===== src/rtl/alu_seq_pkg.sv =====
// Package: alu_seq_pkg
// Shared types and constants for the alu_seq_ctrl sequencer and its shared adder.
//   alu_op_e    : opcode encoding as presented on the opcode port
//   seq_state_e : sequencer FSM states
//   SAT_POS/NEG : 16-bit saturation limits
//   sext8       : sign-extend a signed byte to 16 bits (RED byte lanes)
package alu_seq_pkg;

   typedef enum logic [2:0] {
      OP_ADD    = 3'b000,
      OP_SUB    = 3'b001,
      OP_XOR    = 3'b010,
      OP_RED    = 3'b011,
      OP_SLL    = 3'b100,
      OP_SRA    = 3'b101,
      OP_ROR    = 3'b110,
      OP_PADDSB = 3'b111
   } alu_op_e;

   typedef enum logic [2:0] {
      IDLE = 3'd0,
      EXEC = 3'd1,
      RED1 = 3'd2,
      RED2 = 3'd3,
      RED3 = 3'd4,
      DONE = 3'd5
   } seq_state_e;

   localparam logic [15:0] SAT_POS = 16'h7FFF;
   localparam logic [15:0] SAT_NEG = 16'h8000;

   function automatic logic [15:0] sext8(input logic [7:0] b);
      return {{8{b[7]}}, b};
   endfunction

endpackage


===== src/rtl/seq_shared_adder.sv =====
// Module: seq_shared_adder
// Combinational 16-bit two's-complement adder/subtractor with optional saturation.
// Ports:
//   a, b  in  DW  operands
//   sub   in  1   1: compute a + ~b + cin (use cin=1 for a true subtract)
//   sat   in  1   1: clamp signed overflow to SAT_POS/SAT_NEG
//   cin   in  1   carry in
//   sum   out DW  result (saturated when sat=1 and overflow occurred)
//   ovfl  out 1   saturation applied
module seq_shared_adder
   import alu_seq_pkg::*;
#(
   parameter int DW = 16
) (
   input  logic [DW-1:0] a,
   input  logic [DW-1:0] b,
   input  logic          sub,
   input  logic          sat,
   input  logic          cin,
   output logic [DW-1:0] sum,
   output logic          ovfl
);

   logic [DW-1:0] b_eff;
   logic [DW-1:0] raw_sum;
   logic          ovf_raw;

   assign b_eff   = sub ? ~b : b;
   assign raw_sum = a + b_eff + {{(DW-1){1'b0}}, cin};

   // Overflow when both addends share a sign the sum does not. Using b_eff
   // (not b) keeps this correct for subtract, including b = most-negative.
   assign ovf_raw = (a[DW-1] == b_eff[DW-1]) && (raw_sum[DW-1] != a[DW-1]);
   assign ovfl    = sat && ovf_raw;
   assign sum     = ovfl ? (a[DW-1] ? SAT_NEG : SAT_POS) : raw_sum;

endmodule


===== src/rtl/alu_seq_ctrl.sv =====
// Module: alu_seq_ctrl
// One-op-at-a-time sequencer for the 16-bit compute datapath. Single-cycle ops
// (ADD/SUB/XOR/SLL/SRA/ROR/PADDSB) finish one cycle after accept; RED takes three
// steps through the shared adder. The result is held until out_ready.
// Build option: define ALU_SEQ_FLAGS_EN to get the {Z,V,N} flag register;
// otherwise flags is tied to 3'b000.
// Ports:
//   clk, rst_n          clock, asynchronous active-low reset
//   in_valid/in_ready   op handshake (in_ready high only in IDLE)
//   opcode, rs, rt, imm4  op and operands, latched on accept
//   out_valid/out_ready result handshake
//   result, ovfl, flags registered outputs
module alu_seq_ctrl
   import alu_seq_pkg::*;
#(
   parameter int DW  = 16,
   parameter int SHW = 4
) (
   input  logic           clk,
   input  logic           rst_n,
   input  logic           in_valid,
   output logic           in_ready,
   input  logic [2:0]     opcode,
   input  logic [DW-1:0]  rs,
   input  logic [DW-1:0]  rt,
   input  logic [SHW-1:0] imm4,
   output logic           out_valid,
   input  logic           out_ready,
   output logic [DW-1:0]  result,
   output logic           ovfl,
   output logic [2:0]     flags
);

   seq_state_e     state_reg;
   alu_op_e        op_reg;
   logic [DW-1:0]  rs_reg, rt_reg;
   logic [SHW-1:0] imm_reg;
   logic [DW-1:0]  t0_reg, t1_reg;
   logic [DW-1:0]  result_reg;
   logic           ovfl_reg, out_valid_reg, in_ready_reg;

   // Shared adder steering: EXEC uses it saturating for ADD/SUB, RED steps
   // use it as a plain adder on sign-extended partial sums.
   logic [DW-1:0] add_a, add_b, add_sum;
   logic          add_sub, add_sat, add_cin, add_ovfl;

   always_comb begin
      add_a   = '0;
      add_b   = '0;
      add_sub = 1'b0;
      add_sat = 1'b0;
      add_cin = 1'b0;
      case (state_reg)
         EXEC: begin
            add_a   = rs_reg;
            add_b   = rt_reg;
            add_sub = (op_reg == OP_SUB);
            add_cin = (op_reg == OP_SUB);
            add_sat = 1'b1;
         end
         RED1: begin
            add_a = sext8(rs_reg[15:8]);
            add_b = sext8(rs_reg[7:0]);
         end
         RED2: begin
            add_a = sext8(rt_reg[15:8]);
            add_b = sext8(rt_reg[7:0]);
         end
         RED3: begin
            add_a = t0_reg;
            add_b = t1_reg;
         end
         default: ;
      endcase
   end

   seq_shared_adder #(.DW(DW)) u_adder (
      .a    (add_a),
      .b    (add_b),
      .sub  (add_sub),
      .sat  (add_sat),
      .cin  (add_cin),
      .sum  (add_sum),
      .ovfl (add_ovfl)
   );

   // PADDSB: four independent 4-bit signed saturating lanes.
   logic [DW-1:0] padd_res;
   logic [3:0]    padd_ovf;

   generate
      for (genvar gi = 0; gi < 4; gi++) begin : g_padd
         logic [4:0] lane_sum;
         assign lane_sum = {rs_reg[4*gi+3], rs_reg[4*gi +: 4]} + {rt_reg[4*gi+3], rt_reg[4*gi +: 4]};
         assign padd_ovf[gi] = lane_sum[4] ^ lane_sum[3];
         assign padd_res[4*gi +: 4] = padd_ovf[gi] ? (lane_sum[4] ? 4'h8 : 4'h7) : lane_sum[3:0];
      end
   endgenerate

   // ROR: output bit i takes source bit (i + imm) mod DW; the 4-bit index wraps naturally.
   logic [DW-1:0] ror_res;

   generate
      for (genvar gi = 0; gi < DW; gi++) begin : g_ror
         localparam logic [SHW-1:0] BIT_IDX = SHW'(gi);
         assign ror_res[gi] = rs_reg[BIT_IDX + imm_reg];
      end
   endgenerate

   // Value that lands in result/ovfl on DONE entry (from EXEC or RED3).
   logic [DW-1:0] done_result;
   logic          done_ovfl;

   always_comb begin
      done_result = '0;
      done_ovfl   = 1'b0;
      if (state_reg == RED3) begin
         done_result = add_sum;
      end else begin
         case (op_reg)
            OP_ADD, OP_SUB: begin
               done_result = add_sum;
               done_ovfl   = add_ovfl;
            end
            OP_XOR:    done_result = rs_reg ^ rt_reg;
            OP_SLL:    done_result = rs_reg << imm_reg;
            OP_SRA:    done_result = unsigned'($signed(rs_reg) >>> imm_reg);
            OP_ROR:    done_result = ror_res;
            OP_PADDSB: begin
               done_result = padd_res;
               done_ovfl   = |padd_ovf;
            end
            default:   done_result = '0;
         endcase
      end
   end

   always_ff @(posedge clk or negedge rst_n) begin
      if (!rst_n) begin
         state_reg     <= IDLE;
         op_reg        <= OP_ADD;
         rs_reg        <= '0;
         rt_reg        <= '0;
         imm_reg       <= '0;
         t0_reg        <= '0;
         t1_reg        <= '0;
         result_reg    <= '0;
         ovfl_reg      <= 1'b0;
         out_valid_reg <= 1'b0;
         in_ready_reg  <= 1'b1;
      end else begin
         case (state_reg)
            IDLE: begin
               if (in_valid && in_ready_reg) begin
                  op_reg       <= alu_op_e'(opcode);
                  rs_reg       <= rs;
                  rt_reg       <= rt;
                  imm_reg      <= imm4;
                  in_ready_reg <= 1'b0;
                  state_reg    <= (alu_op_e'(opcode) == OP_RED) ? RED1 : EXEC;
               end
            end
            EXEC, RED3: begin
               result_reg    <= done_result;
               ovfl_reg      <= done_ovfl;
               out_valid_reg <= 1'b1;
               state_reg     <= DONE;
            end
            RED1: begin
               t0_reg    <= add_sum;
               state_reg <= RED2;
            end
            RED2: begin
               t1_reg    <= add_sum;
               state_reg <= RED3;
            end
            DONE: begin
               // in_ready stays low this cycle even while draining: no overlap.
               if (out_ready) begin
                  out_valid_reg <= 1'b0;
                  in_ready_reg  <= 1'b1;
                  state_reg     <= IDLE;
               end
            end
            default: begin
               state_reg     <= IDLE;
               out_valid_reg <= 1'b0;
               in_ready_reg  <= 1'b1;
            end
         endcase
      end
   end

`ifdef ALU_SEQ_FLAGS_EN
   // {Z,V,N}: Z tracks every result, V/N only follow ADD/SUB.
   logic [2:0] flags_reg;

   always_ff @(posedge clk or negedge rst_n) begin
      if (!rst_n) begin
         flags_reg <= 3'b000;
      end else if (state_reg == EXEC || state_reg == RED3) begin
         flags_reg[2] <= (done_result == '0);
         if (state_reg == EXEC && (op_reg == OP_ADD || op_reg == OP_SUB)) begin
            flags_reg[1] <= done_ovfl;
            flags_reg[0] <= done_result[DW-1];
         end
      end
   end

   assign flags = flags_reg;
`else
   assign flags = 3'b000;
`endif

   assign in_ready  = in_ready_reg;
   assign out_valid = out_valid_reg;
   assign result    = result_reg;
   assign ovfl      = ovfl_reg;

endmodule


===== config.mk =====
export PLATFORM = sky130hd
export DESIGN_NAME = alu_seq_ctrl
export DESIGN_NICKNAME = d
export VERILOG_FILES = /design/src/rtl/alu_seq_pkg.sv /design/src/rtl/seq_shared_adder.sv /design/src/rtl/alu_seq_ctrl.sv
export SDC_FILE = /design/constraint.sdc
export NUM_CORES = 1
export LEC_CHECK = 0
export BUFFER_PORTS_ARGS = -buffer_cell sky130_fd_sc_hd__clkbuf_2
export CAP_MARGIN = 25
export CELL_PAD_IN_SITES_DETAIL_PLACEMENT = 0
export CELL_PAD_IN_SITES_GLOBAL_PLACEMENT = 2
export CORE_MARGIN = 2
export CORE_UTILIZATION = 41
export DETAILED_ROUTE_END_ITERATION = 12
export PLACE_DENSITY = 0.89
export SKIP_LAST_GASP = 1
export SLEW_MARGIN = 5
export SYNTH_ARGS = -nofsm -noshare
export SYNTH_HDL_FRONTEND = slang
export SYNTH_SLANG_ARGS = --single-unit

===== constraint.sdc =====
create_clock -name clk -period 12.63 [get_ports clk]
set_clock_uncertainty 0.2 [all_clocks]
set_input_delay 0 -clock clk [delete_from_list [all_inputs] [get_ports clk]]
set_output_delay 0 -clock clk [all_outputs]
set_load 0.02 [all_outputs]

==> results.json <==
{
  "outcome": "finished clean",
  "end_kind": "flop",
  "grt_usage": 0.2745,
  "numCtsBuffers": 9,
  "yosysWarnings": 0,
  "die-area_sq_mm": 0.02195,
  "p_leak_nw": 4.211,
  "final_util": 0.4816,
  "multiInputGateArea_sq_mm": 0.005762,
  "ys_seq_area_frac": 0.2733,
  "worst_pin_slew_ns": 1.018,
  "cp_max_fo": 31,
  "ctsLongestPathBuffers": 2,
  "synth.most_common_cell": "nand2_1",
  "start_kind": "flop",
  "syn_inst": 973,
  "synth_top_family_by_area": "compound AO/OA/AOI/OAI gates",
  "critPathArrivalTime_ns": 5.33,
  "vias_per_cell": 6.153,
  "synth_seq_cells": 93,
  "yosys.area.top_type_share": 0.2702,
  "cts_root_buffer": "clkbuf_16",
  "power_per_cell_area_mw_per_mm2": 329.3,
  "wl_per_cell_um": 23.24,
  "grt_pass1_wl_mm": 45.55,
  "drive_gt1_frac": 0.1807,
  "synth_area_sq_mm": 0.008519,
  "vdd_drop_max_v": 0.0001464,
  "io_buffers": 61,
  "fp-row-count": 52,
  "synthAdderAreaFrac": 0.07490,
  "fin_crit_sh": 0.4185,
  "fp.dieH_um": 148.2,
  "synth_cell_types": 74,
  "ant_nets": 0,
  "rsz0062_at_grt": "false",
  "grt_start_max_net_pins": 76,
  "maxCapViolCount": 0,
  "setup_tns_ns": 0,
  "ys_top_cells_by_area": "dfrtp_1 27%, mux2_2 6.9%, ha_1 6.3%",
  "routed_wl_mm": 30.32,
  "cts.sinks": 93,
  "nets": 1121,
  "die_w_um": 148.2,
  "report.final.slew_viol_count": 0,
  "postCtsSetupRepairBufs": 0,
  "seqCellArea_sq_mm": 0.002330,
  "drt_pass1_iterations": 6,
  "yosysTopAreaCell": "dfrtp_1",
  "synth_flop_cell": "dfrtp_1",
  "synth_edf_count": 0,
  "ctsHoldBuffers": 43,
  "finalCriticalPeriod_ns": 5.285,
  "gp_congestion": 0.8789,
  "synthToLayoutAreaGrowth_pct": 14.75,
  "finalSetupViolCount": 0,
  "n_fill_cell": 1999,
  "route.detailed.drc": 0,
  "start_util": 0.4197,
  "vias": 8030,
  "crit_required_ns": 12.67,
  "clock_latency_ns": 0.36,
  "place_hpwl_mm": 21.57,
  "antenna_cells": 0,
  "critPathKind": "flop to flop",
  "async_flop_share": 1.000,
  "synth-simple-area-share": 0.1345,
  "cts_max_level": 3,
  "fmax_mhz": 189.2,
  "synth_compound_gate_area_share": 0.2392,
  "drtIter0Drc": 939,
  "first_global_vias": 7550,
  "postCtsResizedCells": 0,
  "min_path_type": "primary input to flop",
  "cts_tree": "yes",
  "synthMuxAreaShare": 0.1818,
  "syn_area_per_cell_sq_um": 8.756,
  "antenna_found_initial": 0,
  "clkTransAtPathRegs_ns": 0.07,
  "synth-xor-area-share": 0.04318,
  "slew-limit-headroom": 0.3199,
  "grt_overflow_total": 0,
  "finalHoldViolCount": 0,
  "synth_commonest_cells": "119 x nand2_1, 92 x dfrtp_1, 87 x o21ai_0",
  "core_area_sq_mm": 0.02030,
  "io_pins": 65
}
## worst max-delay path, cell delays in order, from the launching register on
cell and delay [ns]:
dfrtp_1 0.76, inv_1 0.30, or3_1 0.40, buf_4 0.24
o21ai_1 0.62, a221o_1 0.22, ha_1 0.28, a21oi_1 0.34
o21ai_0 0.27, a2111oi_4 0.39, o21ba_1 0.44, mux2i_1 0.25
o22ai_1 0.09, a311o_1 0.34
## cell usage in the layout (no fill, tap or decap), types with 7 or more instances in the layout
| master | n |
|---|---|
| nand2_1 | 119 |
| dfrtp_1 | 91 |
| o21ai_0 | 87 |
| a21oi_1 | 78 |
| nor2_1 | 61 |
| clkbuf_2 | 60 |
| mux2_2 | 52 |
| mux2i_1 | 49 |
| dlygate4sd3_1 | 44 |
| ha_1 | 43 |
| inv_1 | 25 |
| xnor2_1 | 22 |
| mux4_2 | 21 |
| xor2_1 | 20 |
| buf_4 | 18 |
| a22oi_1 | 14 |
| a221o_1 | 14 |
| a221oi_1 | 14 |
| nand3_1 | 12 |
| o22ai_1 | 12 |
| a211oi_1 | 11 |
| o211ai_1 | 11 |
| a21o_1 | 10 |
| nor3_1 | 10 |
| a22o_1 | 9 |
| clkbuf_16 | 9 |
| o221ai_1 | 8 |
| nor2b_1 | 7 |
| and2_1 | 7 |
## final timing paths
path / start / endpoint / slack, ns / depth (start not counted)
worst max-delay path: state_reg[1] / result[15] / 7.34 / 13
worst min-delay path: imm4[2] / imm_reg[2] / 0.19 / 4
worst max register to register: state_reg[1] / result[15] / 7.34 / 13
worst min register to register: t0_reg[14] / t0_reg[14] / 0.28 / 2
max in group asynchronous: rst_n / rs_reg[6] / 10.68 / 5
min in group asynchronous: rst_n / result[6] / 0.46 / 4
## layer usage
metal	share of wire	global-route usage
met4	0.025	0.07286
met1	0.45	0.4019
met5	0	0
met3	0.084	0.04632
met2	0.44	0.4208
## final cells by class
cell class / instances / share of cell area
sequential: 93 / 0.2383
timing repair buffer: 124 / 0.09356
multi-input combinational: 776 / 0.5894
clock inverter: 5 / 0.008319
clock buffer: 11 / 0.02585
tap: 270 / 0.03456
inverter: 26 / 0.009983
## per-stage QoR
| stage | setup slack [ns] | std cells | area, sq um | power, mW | hold slack (ns) |
|---|---|---|---|---|---|
| floorplan | 8.509 | 975 | 8527 | 2.186 | -0.4956 |
| detailed placement | 7.377 | 1243 | 8962 | 2.841 | -0.2886 |
| CTS | 7.365 | 1302 | 9727 | 3.172 | 0.1698 |
| global placement | 7.496 | 1243 | 8962 | 2.822 | -0.2941 |
| global route | 6.853 | 1305 | 9776 | 3.434 | 0.2302 |
| finish | 7.345 | 1305 | 9776 | 3.220 | 0.1932 |
## logic make-up (layout without fill, tap and decap cells)
| group | after synthesis | in the layout |
|---|---|---|
| buf+inv | 106 | 166 |
| simple gates | 251 | 251 |
| compound gates | 310 | 310 |
| mux | 122 | 122 |
| fa+ha+maj | 48 | 48 |
| flops | 93 | 93 |
| other cells | 1 | 3 |
| xor+xnor | 42 | 42 |
## power breakdown
group          switching [mW]  internal (mW)  leakage [nW]
Clock                   0.124          0.185         0.162
Combinational            1.34          0.918          2.89
Sequential              0.251          0.403          1.15
Total                    1.71           1.51          4.21
No activity file was read; power rests on OpenSTA's default activity.
